==> config.mk <==
export PLATFORM = sky130hd
export DESIGN_NAME = bsr_piso_serializer
export DESIGN_NICKNAME = d
export VERILOG_FILES = /design/src/rtl/bsr_pkg.sv /design/src/rtl/bsr_bit_cnt.sv /design/src/rtl/bsr_piso_serializer.sv
export SDC_FILE = /design/constraint.sdc
export NUM_CORES = 1
export LEC_CHECK = 0
export ABC_AREA = 1
export BUFFER_PORTS_ARGS = -buffer_cell sky130_fd_sc_hd__buf_2
export CAP_MARGIN = 5
export CORE_AREA = 2 2 39 41
export CTS_BUF_LIST = sky130_fd_sc_hd__clkbuf_8
export CTS_CLUSTER_DIAMETER = 30
export DETAILED_ROUTE_END_ITERATION = 10
export DIE_AREA = 0 0 41 43
export PLACE_DENSITY = 0.7
export SLEW_MARGIN = 15
export SYNTH_ARGS = -nofsm -noshare
export SYNTH_HDL_FRONTEND = slang
export SYNTH_SLANG_ARGS = --single-unit
==> constraint.sdc <==
create_clock -name clk -period 1.2 [get_ports clk]
set_input_delay 0 -clock clk [delete_from_list [all_inputs] [get_ports clk]]
set_output_delay 0 -clock clk [all_outputs]
set_load 0.01 [all_outputs]
==> src/rtl/bsr_pkg.sv <==
// Shared constants for the bidirectional shift-register serializer and its SIPO consumer.
package bsr_pkg;

   typedef enum logic {
      ST_IDLE  = 1'b0,
      ST_SHIFT = 1'b1
   } bsr_state_e;

   localparam logic MODE_LEFT  = 1'b1;
   localparam logic MODE_RIGHT = 1'b0;

   // Bit-counter width; never narrower than one bit.
   function automatic int cnt_width(input int w);
      return (w > 2) ? $clog2(w) : 1;
   endfunction

endpackage

==> src/rtl/bsr_bit_cnt.sv <==
// Modulo-WIDTH bit counter with synchronous clear and enable; flags the last position.
module bsr_bit_cnt
   import bsr_pkg::*;
#(
   parameter int WIDTH = 4
) (
   input  logic clk,
   input  logic rst_ni,
   input  logic clr_i,
   input  logic en_i,
   output logic last_o
);

   localparam int CW = cnt_width(WIDTH);
   localparam logic [CW-1:0] LAST_VAL = CW'(WIDTH - 1);

   logic [CW-1:0] cnt_q;

   assign last_o = (cnt_q == LAST_VAL);

   always_ff @(posedge clk or negedge rst_ni) begin
      if (!rst_ni) begin
         cnt_q <= '0;
      end else if (clr_i) begin
         cnt_q <= '0;
      end else if (en_i) begin
         cnt_q <= last_o ? '0 : cnt_q + 1'b1;
      end
   end

endmodule

==> src/rtl/bsr_piso_serializer.sv <==
// Parallel-in serial-out feeder for the bidirectional SIPO; optional stall input
// is enabled with `define BSR_SER_STALL_EN.
module bsr_piso_serializer
   import bsr_pkg::*;
#(
   parameter int WIDTH = 4
) (
   input  logic             clk,
   input  logic             rst,
   input  logic             load_valid,
   output logic             load_ready,
   input  logic [WIDTH-1:0] pin,
   input  logic             dir,
`ifdef BSR_SER_STALL_EN
   input  logic             stall,
`endif
   output logic             sout,
   output logic             mode_out,
   output logic             busy,
   output logic             frame_done
);

   bsr_state_e       state_q;
   logic [WIDTH-1:0] shreg_q;
   logic             sout_q;
   logic             mode_q;

   logic stall_w;
   logic shifting;
   logic advance;
   logic cnt_last;
   logic accept;

`ifdef BSR_SER_STALL_EN
   assign stall_w = stall;
`else
   assign stall_w = 1'b0;
`endif

   assign shifting = (state_q == ST_SHIFT);
   assign advance  = shifting && !stall_w;

   // The last-bit cycle doubles as an accept slot so frames can run back to back.
   assign load_ready = (state_q == ST_IDLE) || (advance && cnt_last);
   assign accept     = load_valid && load_ready;

   assign sout       = sout_q;
   assign mode_out   = mode_q;
   assign busy       = shifting;
   assign frame_done = advance && cnt_last;

   bsr_bit_cnt #(
      .WIDTH (WIDTH)
   ) u_bit_cnt (
      .clk    (clk),
      .rst_ni (rst),
      .clr_i  (accept || (advance && cnt_last)),
      .en_i   (advance && !cnt_last),
      .last_o (cnt_last)
   );

   // The word is shifted toward the output end, so the next bit always sits next to it.
   always_ff @(posedge clk or negedge rst) begin
      if (!rst) begin
         state_q <= ST_IDLE;
         shreg_q <= '0;
         sout_q  <= 1'b0;
         mode_q  <= 1'b0;
      end else if (accept) begin
         state_q <= ST_SHIFT;
         shreg_q <= pin;
         mode_q  <= dir;
         sout_q  <= (dir == MODE_LEFT) ? pin[WIDTH-1] : pin[0];
      end else if (advance) begin
         if (cnt_last) begin
            state_q <= ST_IDLE;
            shreg_q <= '0;
            sout_q  <= 1'b0;
         end else if (mode_q == MODE_LEFT) begin
            shreg_q <= {shreg_q[WIDTH-2:0], 1'b0};
            sout_q  <= shreg_q[WIDTH-2];
         end else begin
            shreg_q <= {1'b0, shreg_q[WIDTH-1:1]};
            sout_q  <= shreg_q[1];
         end
      end
   end

endmodule

# --- Word-level counts from Yosys, hierarchy flattened ---
# Index checks and enable logic that the tools add are counted.
totals:
  out_inout_bits: 5
  wordCells: 31
  register_bits: 9
  inputBits: 8
classes:
  n_reduce_logical: 8
  mux: 15
  n_addsub: 1
  n_bitwise: 1
  n_eq_ne: 1
ops:
  columns: ["op", "n"]
  rows:
  - ["4-bit 2-to-1 mux", 4]
  - ["1-bit 2-to-1 mux", 8]
  - ["2-bit 2-to-1 mux", 3]
  - ["2-bit nonzero test", 2]
  - ["1-bit logical AND", 3]
  - ["2-bit by 1-bit adder with 2-bit output (second input constant)", 1]
  - ["2-bit == test (second input constant)", 1]
  - ["1-bit logical OR", 2]
  - ["1-bit logical NOT", 1]
  - ["1-bit inverter", 1]

# --- Depth between registers and ports, before layout ---
# Gate-level depths: netlist of run 1.
logic_depth:
  ltp_word: 6
  mapped_depth: 7
  ltp_nobuf: 7

# --- Hierarchy ---
# From an unflattened synthesis of run 1, not the netlist that was laid out.
unflattened:
  hier_cells: 78
  hier_area_um2: 535.5
modules_own_cells:
  columns: ["module", "cells_per_inst", "area_each_um2", "seq_area_each_um2", "n_inst"]
  rows:
  - ["bsr_piso_serializer", 66, 434.2, 175.2, 1]
  - ["bsr_bit_cnt", 12, 101.3, 50.0, 1]

# --- Least setup slack after synthesis of run 1 ---
# OpenSTA, ideal clock, no wires.
synth_timing:
  path_type: "flip-flop to flip-flop"
  startpoint: "register u_bit_cnt.cnt_q[0]"
  endpoint: "register shreg_q[3]"
  stages_incl_launch_ff: 7
  slack_ps: 64
  path_buffers: 0
  synth_period_minus_slack_ps: 1136
  t_arrival_ps: 1067
  required_time_ps: 1131
  setup_ps: 69
  cell_sequence: "dfrtp_1 -> ha_1 -> inv_1 -> nand2_1 -> nand2_1 -> nand4_1 -> nand3_1"
synth_between:
  elab_chain_cells: 5
  word_cells_on_any_way: 8
  classes_between: "eq/ne (1); mux (3); reduce/logical (4)"
synth_lines:
  columns: ["item", "line", "source"]
  rows:
  - ["from (decl)", "bsr_bit_cnt.sv:17", "logic [CW-1:0] cnt_q;"]
  - ["from (signal assigned)", "bsr_bit_cnt.sv:27", "cnt_q <= last_o ? '0 : cnt_q + 1'b1;"]
  - ["2-bit == test *", "bsr_bit_cnt.sv:19", "assign last_o = (cnt_q == LAST_VAL);"]
  - ["1-bit logical AND *", "bsr_piso_serializer.sv:44", "assign load_ready = (state_q == ST_IDLE) || (advance && cnt_last);"]
  - ["1-bit logical OR *", "bsr_piso_serializer.sv:44", null]
  - ["net load_ready", "bsr_piso_serializer.sv:11", "output logic load_ready,"]
  - ["1-bit logical AND *", "bsr_piso_serializer.sv:45", "assign accept = load_valid && load_ready;"]
  - ["4-bit 2-to-1 mux or 2-bit nonzero test (tied branches)", null, null]
  - ["to (signal assigned)", "bsr_piso_serializer.sv:71", "shreg_q <= pin;"]
  - ["to (signal assigned)", "bsr_piso_serializer.sv:80", "shreg_q <= {shreg_q[WIDTH-2:0], 1'b0};"]
  - ["to (signal assigned)", "bsr_piso_serializer.sv:83", "shreg_q <= {1'b0, shreg_q[WIDTH-1:1]};"]
  - ["to (decl)", "bsr_piso_serializer.sv:24", "logic [WIDTH-1:0] shreg_q;"]
# Mark *: on every way through the listed nets, which the timed path passes. The rest lies on a longest branch. The select of a mux whose other input is x is not followed.
# A chain may end at the register's enable or synchronous reset.

# --- Final worst setup path of run 1 ---
layout_timing:
  startpoint: "register u_bit_cnt.cnt_q[0]"
  endpoint: "output port load_ready"
layout_between:
  elab_chain_cells: 3
layout_lines:
  columns: ["item", "line"]
  rows:
  - ["2-bit == test", "bsr_bit_cnt.sv:19"]
  - ["1-bit logical AND", "bsr_piso_serializer.sv:44"]
  - ["1-bit logical OR", "bsr_piso_serializer.sv:44"]
  - ["to (decl)", "bsr_piso_serializer.sv:11"]
# No other way between the ends.

==> impl_results.md, run 1 <==
- Critical path's slowest cell: dfrtp_1
- Netlist cell types: 12
- Core footprint: 1380 um2
- CP Capture Type: primary output
- Setup Skew: around 5.0 ps
- Hold Worst Slack: around 13 ps
- Synth top area share: 45.7%
- Largest cells by area after synthesis: dfrtp_1 (46%), nand2_1 (30%), inv_1 (5.3%)
- GP Congestion: 0.954
- Peak supply drop: 0.955 mV
- Share of the yosys chip area belonging to registers: between 40% and 50%
- Layout area overhead: 36.0%
- Synthesized area: between 400 and 500 um2
- WP buf/inv: 2
- CTS root buf: clkbuf_8
- #FFs+latches synth: 9
- CTS max path bufs: 2
- Total power: 1.56 mW
- RSZ-0062 raised after global routing: true
- Antenna violations before repair: 0
- Placed insts: between 90 and 100
- Avg Cell Area, Syn: 7.14 um2
- Site Rows: 14
- CTS Buf Count: 3
- Period utilisation layout: between 90% and 100%
- Worst-path clk slew: about 50 ps
- Hold Path Class: primary input to flop
- Placed inst area: slightly below 600 um2
- Final Hold Vio Count: 0
- Routed WL per cell: ~11 um
- Diodes inserted: 0
- Net Count, Synth: a little under 80
- Finished Cell Area: approximately 670 um2
- CTS tree: done
- Overall Global Routing Usage: 16.1%
- Antenna viol nets, final: 0
- Max incr delay on CP: around 400 ps
- Starting Density: 35.6%
- Die Height: approximately 43 um
- Post-CTS Setup Bufs: 0
- Vias in the first global route: roughly 440
- GR Overflow Total: 0
- # setup viols final: 0
- Initial drt markers: 8
- Slew Viols, Final: 0
- Clock Latency Late Sink: roughly 240 ps
- Via density: just under 5
- Sink Count: 9
- Critical path class: flop to primary output
- Die area: around 1800 um2
- Maxcap violations: 0
- Largest net degree at the start of global routing: 10
- Power density over the cells: approximately 2300 nW/um2
- First-pass GRT wire length: roughly 1.8 mm
- Synth area leader: dfrtp_1
- Family with the most delay on the worst path: flip-flops
- Crit path time final: 1150 ps
- H-Tree Depth: 1
- Drt drc: 0
- Crit Path Max Fanout: 4
- Measured slew at the worst slew-check pin: about 250 ps
- Worst EP arrival: 1150 ps
- Final cell count without fillers: around 100
- Post-DP HPWL: 834 um
- FILL cells: approximately 140
- # IOs: 13
- IO buf count: 12
- Status: finished clean
- Via count: between 500 and 600
- Worst R2R Setup Slack: ~80 ps
- Synthesis warning total: 0
- WL final: around 1.1 mm
- Startpoint types: flop
- P_leak: around 0.38 nW
- Ratio of cells with drive above 1 in the final layout: 28.4%
- Detailed-router iteration count before antenna repair: 4
- Cell chain of the critical path: ha_2 > inv_2 > nand2_2 > buf_6
- Horiz. Die Dim: approximately 41 um
- Final Net Count: 99
- Max-slew headroom: between 80 and 90%
- WP data required: between 1000 and 1500 ps
- Fmax: approximately 0.87 GHz
- Cells after Synth: 69
registers in the layout, indices dropped and copies added, names as in the netlist:
| name | flops |
|---|---|
| u_bit_cnt.cnt_q | 2 |
| busy | 1 |
| sout | 1 |
| shreg_q | 4 |
| mode_out | 1 |
worst register-to-register path, stage by stage, from the launching register on:
cell	delay [ps]
dfrtp_1	400
ha_2	210
inv_2	80
nand2_2	90
nand2_2	110
nand4_1	90
nand3_1	80
cell usage in the layout (no fill, tap or decap):
cell type / Yosys / routed
nand2_1: 40 / 38
buf_2: 0 / 11
dfrtp_1: 9 / 9
inv_1: 7 / 7
clkbuf_8: 0 / 3
nand2_2: 0 / 2
nand4_1: 2 / 2
nand3_1: 2 / 2
buf_4: 0 / 2
inv_2: 0 / 1
a21oi_2: 1 / 1
a21oi_4: 0 / 1
nor2_1: 2 / 1
nor2_2: 0 / 1
o31ai_1: 1 / 1
o21ai_0: 1 / 1
a22o_2: 1 / 1
ha_1: 2 / 1
ha_2: 0 / 1
dlygate4sd3_1: 0 / 1
buf_6: 0 / 1
path summary, 6_finish.rpt:
kind / start / to / cells after the start
worst max register to register: u_bit_cnt.cnt_q[0] / shreg_q[0] / 6
worst max-delay path: u_bit_cnt.cnt_q[0] / load_ready / 4
worst min-delay path: pin[3] / shreg_q[3] / 3
max in group asynchronous: rst / mode_out / 2
min in group asynchronous: rst / shreg_q[3] / 2
worst min register to register: sout / sout / 2
routing by layer:
layer  up-vias  GRT usage [%]  part of all wire, %
met5         -              0                    0
met4         0           12.0                  3.5
met3         5           6.28                  5.7
met2        20           23.1                   43
met1       220           18.3                   47
li1        256              -                    -
where the power goes:
part	switching, mW	internal [mW]
Combinational	0.373	0.299
Clock	0.123	0.223
Sequential	0.118	0.423
Total	0.614	0.945
timing repair:
item                                    CTS  global route
gates resized for setup                   0             8
hold buffers                              1             0
hold endpoints to repair                  9             0
endpoints found under the setup margin    0             8
through the flow:
stage | setup slack, ps | utilization (%) | TNS (ps)
final | 50.7 | 48.5 | 0
after detailed placement | 21.3 | 42.5 | 0
after global routing | -10.8 | 48.5 | -18.3
after floorplan | 63.8 | - | 0
after global placement | 37.1 | 42.5 | 0
after CTS | 1.41 | 46.5 | 0
kinds of logic (layout without fill, tap and decap cells):
group,count (synthesis),count (layout),share of synthesized area [%]
buffers and inverters,7,26,5.33
adders and majority gates,2,2,5.08
DFF,9,9,45.7
and+or+nand+nor,46,46,36.5
AOI/OAI and AO/OA,5,5,7.36
cells in the mapped netlist:
| library cell | n |
|---|---|
| nand2_1 | 40 |
| ha_1 | 2 |
| nand4_1 | 2 |
| dfrtp_1 | 9 |
| nor2_1 | 2 |
| o31ai_1 | 1 |
| nand3_1 | 2 |
| a21oi_2 | 1 |
| inv_1 | 7 |
| a21oi_1 | 1 |
| a22o_2 | 1 |
| o21ai_0 | 1 |
cell type report:
class / count / area, um2 / area share, %
repair buffers: 15 / 91.3 / 13.6
clock inverters: 1 / 3.75 / 0.560
well taps: 16 / 20.0 / 2.99
inverters: 7 / 26.3 / 3.92
flip-flops and latches: 9 / 225 / 33.6
clock buffers: 3 / 41.3 / 6.16
multi-input cells: 53 / 263 / 39.2
Power figures use the tool's default switching activity.
==> inputs of run 2 (changes only) <==
==> constraint.sdc (replaced) <==
create_clock -name clk -period 1.46 [get_ports clk]
set_input_delay 0 -clock clk [delete_from_list [all_inputs] [get_ports clk]]
set_output_delay 0 -clock clk [all_outputs]
set_load 0.01 [all_outputs]
==> impl_results.md, run 2 (same netlist as run 1, synthesis figures left out) <==
- # IOs: 13 (unchanged)
- Largest net degree at the start of global routing: 10 (unchanged)
- Worst EP arrival: 1400 ps (+250 ps)
- Hold Path Class: primary input to flop
- CTS max path bufs: 2 (unchanged)
- Overall Global Routing Usage: 16.8% (+0.66 points)
- Initial drt markers: 10 (+2)
- GP Congestion: 0.891 (-6.6%)
- IO buf count: 12 (unchanged)
- Maxcap violations: 0 (unchanged)
- Final Net Count: 97 (-2.0%)
- CTS Buf Count: 3 (unchanged)
- WL final: 1.10 mm (-4.6%)
- Diodes inserted: 0 (unchanged)
- Largest regs: shreg_q (4), u_bit_cnt.cnt_q (2)
- Setup TNS Final: 0 ps (unchanged)
- Drt drc: 0 (unchanged)
- Measured slew at the worst slew-check pin: 514 ps (+263 ps)
- CP Capture Type: flop
- Vias in the first global route: 488 (+12%)
- Finished Cell Area: 628 um2 (-6.3%)
- Crit path time final: between 1000 and 1500 ps
- Slew Viols, Final: 0 (unchanged)
- Clock Latency Late Sink: 230 ps (about the same)
- Layout area overhead: 27.4%
- Critical path's slowest cell: nor2_1
- Max incr delay on CP: 440 ps (+40 ps)
- Most frequent cells in the layout: nand2_1 (40), buf_2 (12), dfrtp_1 (9)
- GR Overflow Total: 0 (unchanged)
- Antenna viol nets, final: 0 (unchanged)
- Worst-path clk slew: 50 ps (about the same)
- Commonest non-fill, non-tap cell in the layout: nand2_1
- Peak supply drop: 0.767 mV (-20%)
- First-pass GRT wire length: 1.95 mm (+8.8%)
- RSZ-0062 raised after global routing: false
- Die area: 1760 um2 (unchanged)
- Routed WL per cell: 10.7 um (-2.7%)
- Max-slew headroom: 65.6% (-18 points)
- Core footprint: 1380 um2 (unchanged)
- Site Rows: 14 (unchanged)
- Via density: 4.74 (-1.7%)
- Via count: 483 (-3.6%)
- Crit Path Max Fanout: 8 (+4)
- CTS root buf: clkbuf_8
- Cell chain of the critical path: nor2_1 > inv_1 > nand2_1 > nand2_1
- Most used cell, CP: nand2_1
- Startpoint types: flop
- Placed inst area: 573 um2 (-2.6%)
- WP data required: 1580 ps (+380 ps)
- FILL cells: 142 (+0.71%)
- # setup viols final: 0 (unchanged)
- Antenna violations before repair: 0 (unchanged)
- H-Tree Depth: 1 (unchanged)
- Horiz. Die Dim: 41 um (unchanged)
- Die Height: 43 um (unchanged)
- Starting Density: 35.6% (unchanged)
- Max FFs per register: 4 (unchanged)
- P_leak: 0.372 nW (-3.1%)
- Critical path class: flop to flop
- Detailed-router iteration count before antenna repair: 5 (+1)
- Period utilisation layout: between 80% and 90%
- CTS tree: done
- Power density over the cells: 1910 nW/um2 (-18%)
- # resized after CTS: 0 (unchanged)
- Post-DP HPWL: 860 um (+3.1%)
- Status: finished clean
- Fmax: 0.778 GHz
- Sink Count: 9 (unchanged)
- Final Hold Vio Count: 0 (unchanged)
- Ratio of cells with drive above 1 in the final layout: 19.8% (-8.6 points)
- Setup Skew: 5.63 ps (+0.676 ps)
- Biggest register: shreg_q
## run 2: routing by layer
layer	share of wire [%]	routed length, um	GRT usage [%]	vias up
li1	-	-	-	250
met1	48	531	19.7	216
met2	45	493	23.8	15
met3	5.1	56	9.95	2
met4	1.3	14	7.33	0
met5	0	0	0	-
## run 2: final cells by class
cell class                 instances  area (um2)  area share (%)
multi-input combinational         53         241            38.4
sequential                         9         225            35.9
timing repair buffer              13        70.1            11.2
clock buffer                       3        41.3            6.57
inverter                           7        26.3            4.18
tap                               16        20.0            3.19
clock inverter                     1        3.75           0.598
## run 2: worst paths after layout
| kind | endpoint | cells after the start | slack, ps | from |
|---|---|---|---|---|
| min in group asynchronous | u_bit_cnt.cnt_q[1] | 2 | 140 | rst |
| setup / recovery | shreg_q[2] | 4 | 170 | busy |
| max in group asynchronous | shreg_q[2] | 2 | 1140 | rst |
| hold reg to reg | sout | 2 | 480 | sout |
| setup reg to reg | shreg_q[2] | 4 | 170 | busy |
| hold / removal | shreg_q[3] | 3 | 20 | pin[3] |
## run 2: report_power, final
group	switching [mW]	total, mW	internal, mW	leakage [nW]
clock	0.0972	0.280	0.183	0.0269
combinational	0.283	0.472	0.189	0.231
sequential	0.0993	0.447	0.348	0.113
## run 2: through the flow
stage / util (%) / instances / setup WS [ps] / hold WS [ps] / power (mW)
3_5_place_dp: 41.4 / 97 / 181 / -140 / 0.918
5_1_grt: 45.4 / 102 / 22.3 / 21.5 / 1.32
6_report: 45.4 / 102 / 174 / 18.4 / 1.20
4_1_cts: 45.4 / 102 / 171 / 15.9 / 1.20
2_1_floorplan: - / 69 / 324 / -296 / 0.751
3_3_place_gp: 41.4 / 97 / 190 / -135 / 0.891
## run 2: critical path, delay by kind of cell (launching register included)
kind	cells	cell delay [ps]
AND/OR/NAND/NOR	3	590
flip-flops	1	430
buffers and inverters	1	150
## run 2: timing repair
item                                   4_1_cts  5_1_grt
buffers inserted                             0        0
endpoints found under the hold margin        9        0
hold buffers                                 1        0
==> inputs of run 3 (changes only) <==
--- a/config.mk
+++ b/config.mk
@@ -8,12 +8,13 @@
 export ABC_AREA = 1
 export BUFFER_PORTS_ARGS = -buffer_cell sky130_fd_sc_hd__buf_2
 export CAP_MARGIN = 5
-export CORE_AREA = 2 2 39 41
+export CORE_ASPECT_RATIO = 1.4
+export CORE_MARGIN = 1
+export CORE_UTILIZATION = 25
 export CTS_BUF_LIST = sky130_fd_sc_hd__clkbuf_8
 export CTS_CLUSTER_DIAMETER = 30
 export DETAILED_ROUTE_END_ITERATION = 10
-export DIE_AREA = 0 0 41 43
-export PLACE_DENSITY = 0.7
+export PLACE_DENSITY = 0.55
 export SLEW_MARGIN = 15
 export SYNTH_ARGS = -nofsm -noshare
 export SYNTH_HDL_FRONTEND = slang
==> impl_results.md, run 3 (same netlist as run 1, synthesis figures left out) <==
- Antenna viol nets, final: 0 (unchanged)
- Setup Skew: 2.76 ps (-2.88 ps)
- Crit path from: u_bit_cnt.cnt_q[0]
- Hold Path Class: primary input to flop
- Diodes inserted: 0 (unchanged)
- Peak supply drop: 0.727 mV (-5.3%)
- Vias in the first global route: 472 (-3.3%)
- Period utilisation layout: 83.7% (-4.4 points)
- Site Rows: 18 (+4)
- Setup TNS Final: 0 ps (unchanged)
- Starting Density: 27.4% (-8.3 points)
- H-Tree Depth: 1 (unchanged)
- # IOs: 13 (unchanged)
- Critical path class: flop to flop
- Largest net degree at the start of global routing: 10 (unchanged)
- Max-slew headroom: 84.4% (+19 points)
- IO buf count: 12 (unchanged)
- Max FFs per register: 4 (unchanged)
- Biggest register: shreg_q
- Die Height: 54.5 um (+27%)
- WL final: 1.14 mm (+4.1%)
- Antenna violations before repair: 0 (unchanged)
- CTS root buf: clkbuf_8
- Die area: 2160 um2 (+22%)
- Crit Path Max Fanout: 4 (-4)
- Hold Worst Slack: 21.0 ps (+2.68 ps)
- RSZ-0062 raised after global routing: false
- Sink Count: 9 (unchanged)
- Initial drt markers: 4 (-6)
- Drt drc: 0 (unchanged)
- First-pass GRT wire length: 1.95 mm (+0.36%)
- Final Net Count: 98 (+1.0%)
- Fmax: 0.819 GHz (+5.3%)
- Worst-path clk slew: 50 ps (about the same)
- CTS Buf Count: 3 (unchanged)
- Horiz. Die Dim: 39.5 um (-3.6%)
- # setup viols final: 0 (unchanged)
- Reg2reg start: u_bit_cnt.cnt_q[0]
- GP Congestion: 0.828 (-7.1%)
- Startpoint types: flop
- Measured slew at the worst slew-check pin: 234 ps (-280 ps)
- Ratio of cells with drive above 1 in the final layout: 20.7% (+0.92 points)
- Via count: 467 (-3.3%)
- Crit path time final: 1220 ps (-64.4 ps)
- Via density: 4.36 (-7.8%)
- WP data required: 1630 ps (+50 ps)
- Routed WL per cell: 10.7 um (-0.76%)
- Overall Global Routing Usage: 13.9% (-2.9 points)
- Clock Latency Late Sink: 240 ps (about the same)
- Slew Viols, Final: 0 (unchanged)
- Power density over the cells: 1860 nW/um2 (-2.5%)
- Hold path startpoint: pin[3]
- Post-DP HPWL: 858 um (-0.28%)
- CTS tree: done
- P_leak: 0.377 nW (+1.4%)
- CP Capture Type: flop
- Final Hold Vio Count: 0 (unchanged)
- Commonest non-fill, non-tap cell in the layout: nand2_1
- Maxcap violations: 0 (unchanged)
- CTS max path bufs: 2 (unchanged)
- Status: finished clean
- Worst EP arrival: 1390 ps (about the same)
- Most frequent cells in the layout: nand2_1 (40), buf_2 (12), dfrtp_1 (9)
- Detailed-router iteration count before antenna repair: 4 (-1)
- # resized after CTS: 0 (unchanged)
- GR Overflow Total: 0 (unchanged)
- Core footprint: 1800 um2 (+30%)
- Largest regs: shreg_q (4), u_bit_cnt.cnt_q (2)
- FILL cells: 201 (+42%)
- Layout area overhead: 29.9%
## run 3: power breakdown
part / internal (mW) / total, mW / leakage (nW) / switching (mW)
combinational: 0.191 / 0.461 / 0.237 / 0.270
clock: 0.184 / 0.288 / 0.0269 / 0.104
sequential: 0.348 / 0.443 / 0.113 / 0.0957
## run 3: final timing paths
| kind | slack (ps) | cells after the start | end |
|---|---|---|---|
| max | 240 | 6 | shreg_q[3] |
| min | 20 | 3 | shreg_q[3] |
| max reg2reg | 240 | 6 | shreg_q[3] |
| min reg2reg | 470 | 2 | sout |
| max in group asynchronous | 1110 | 2 | u_bit_cnt.cnt_q[1] |
| min in group asynchronous | 150 | 2 | mode_out |
## run 3: through the flow
step	setup slack [ps]	cell area [um2]	std cells	util [%]	power, mW
final	238	641	107	35.6	1.19
after floorplan	324	493	69	-	0.751
after global placement	263	586	102	32.5	0.910
after detailed placement	248	586	102	32.5	0.910
after global routing	124	641	107	35.6	1.31
after CTS	235	641	107	35.6	1.20
## run 3: metal layers
metal / vias up / share of wire (%) / global-route usage (%)
li1: 250 / - / -
met2: 12 / 45 / 20.8
met5: - / 0 / 0
met3: 5 / 3.6 / 4.07
met1: 200 / 48 / 16.2
met4: 0 / 3.2 / 10.9
## run 3: area by class of cell
cell class	instances	area, um2	area share (%)
clock buffers	3	41.3	6.45
inverters	7	26.3	4.10
clock inverters	1	3.75	0.586
multi-input cells	53	241	37.7
well taps	20	25.0	3.91
repair buffers	14	77.6	12.1
flip-flops and latches	9	225	35.2
## run 3: timing repair
item | CTS | global route
hold endpoints to repair | 9 | 0
hold buffers | 1 | 0
buffers inserted | 0 | 0
## run 3: worst max-delay path: stages (launching register included)
cell and delay [ps]:
dfrtp_1 410, ha_1 220, inv_1 80, nand2_1 110, nand2_1 150, nand4_1 90
nand3_1 90
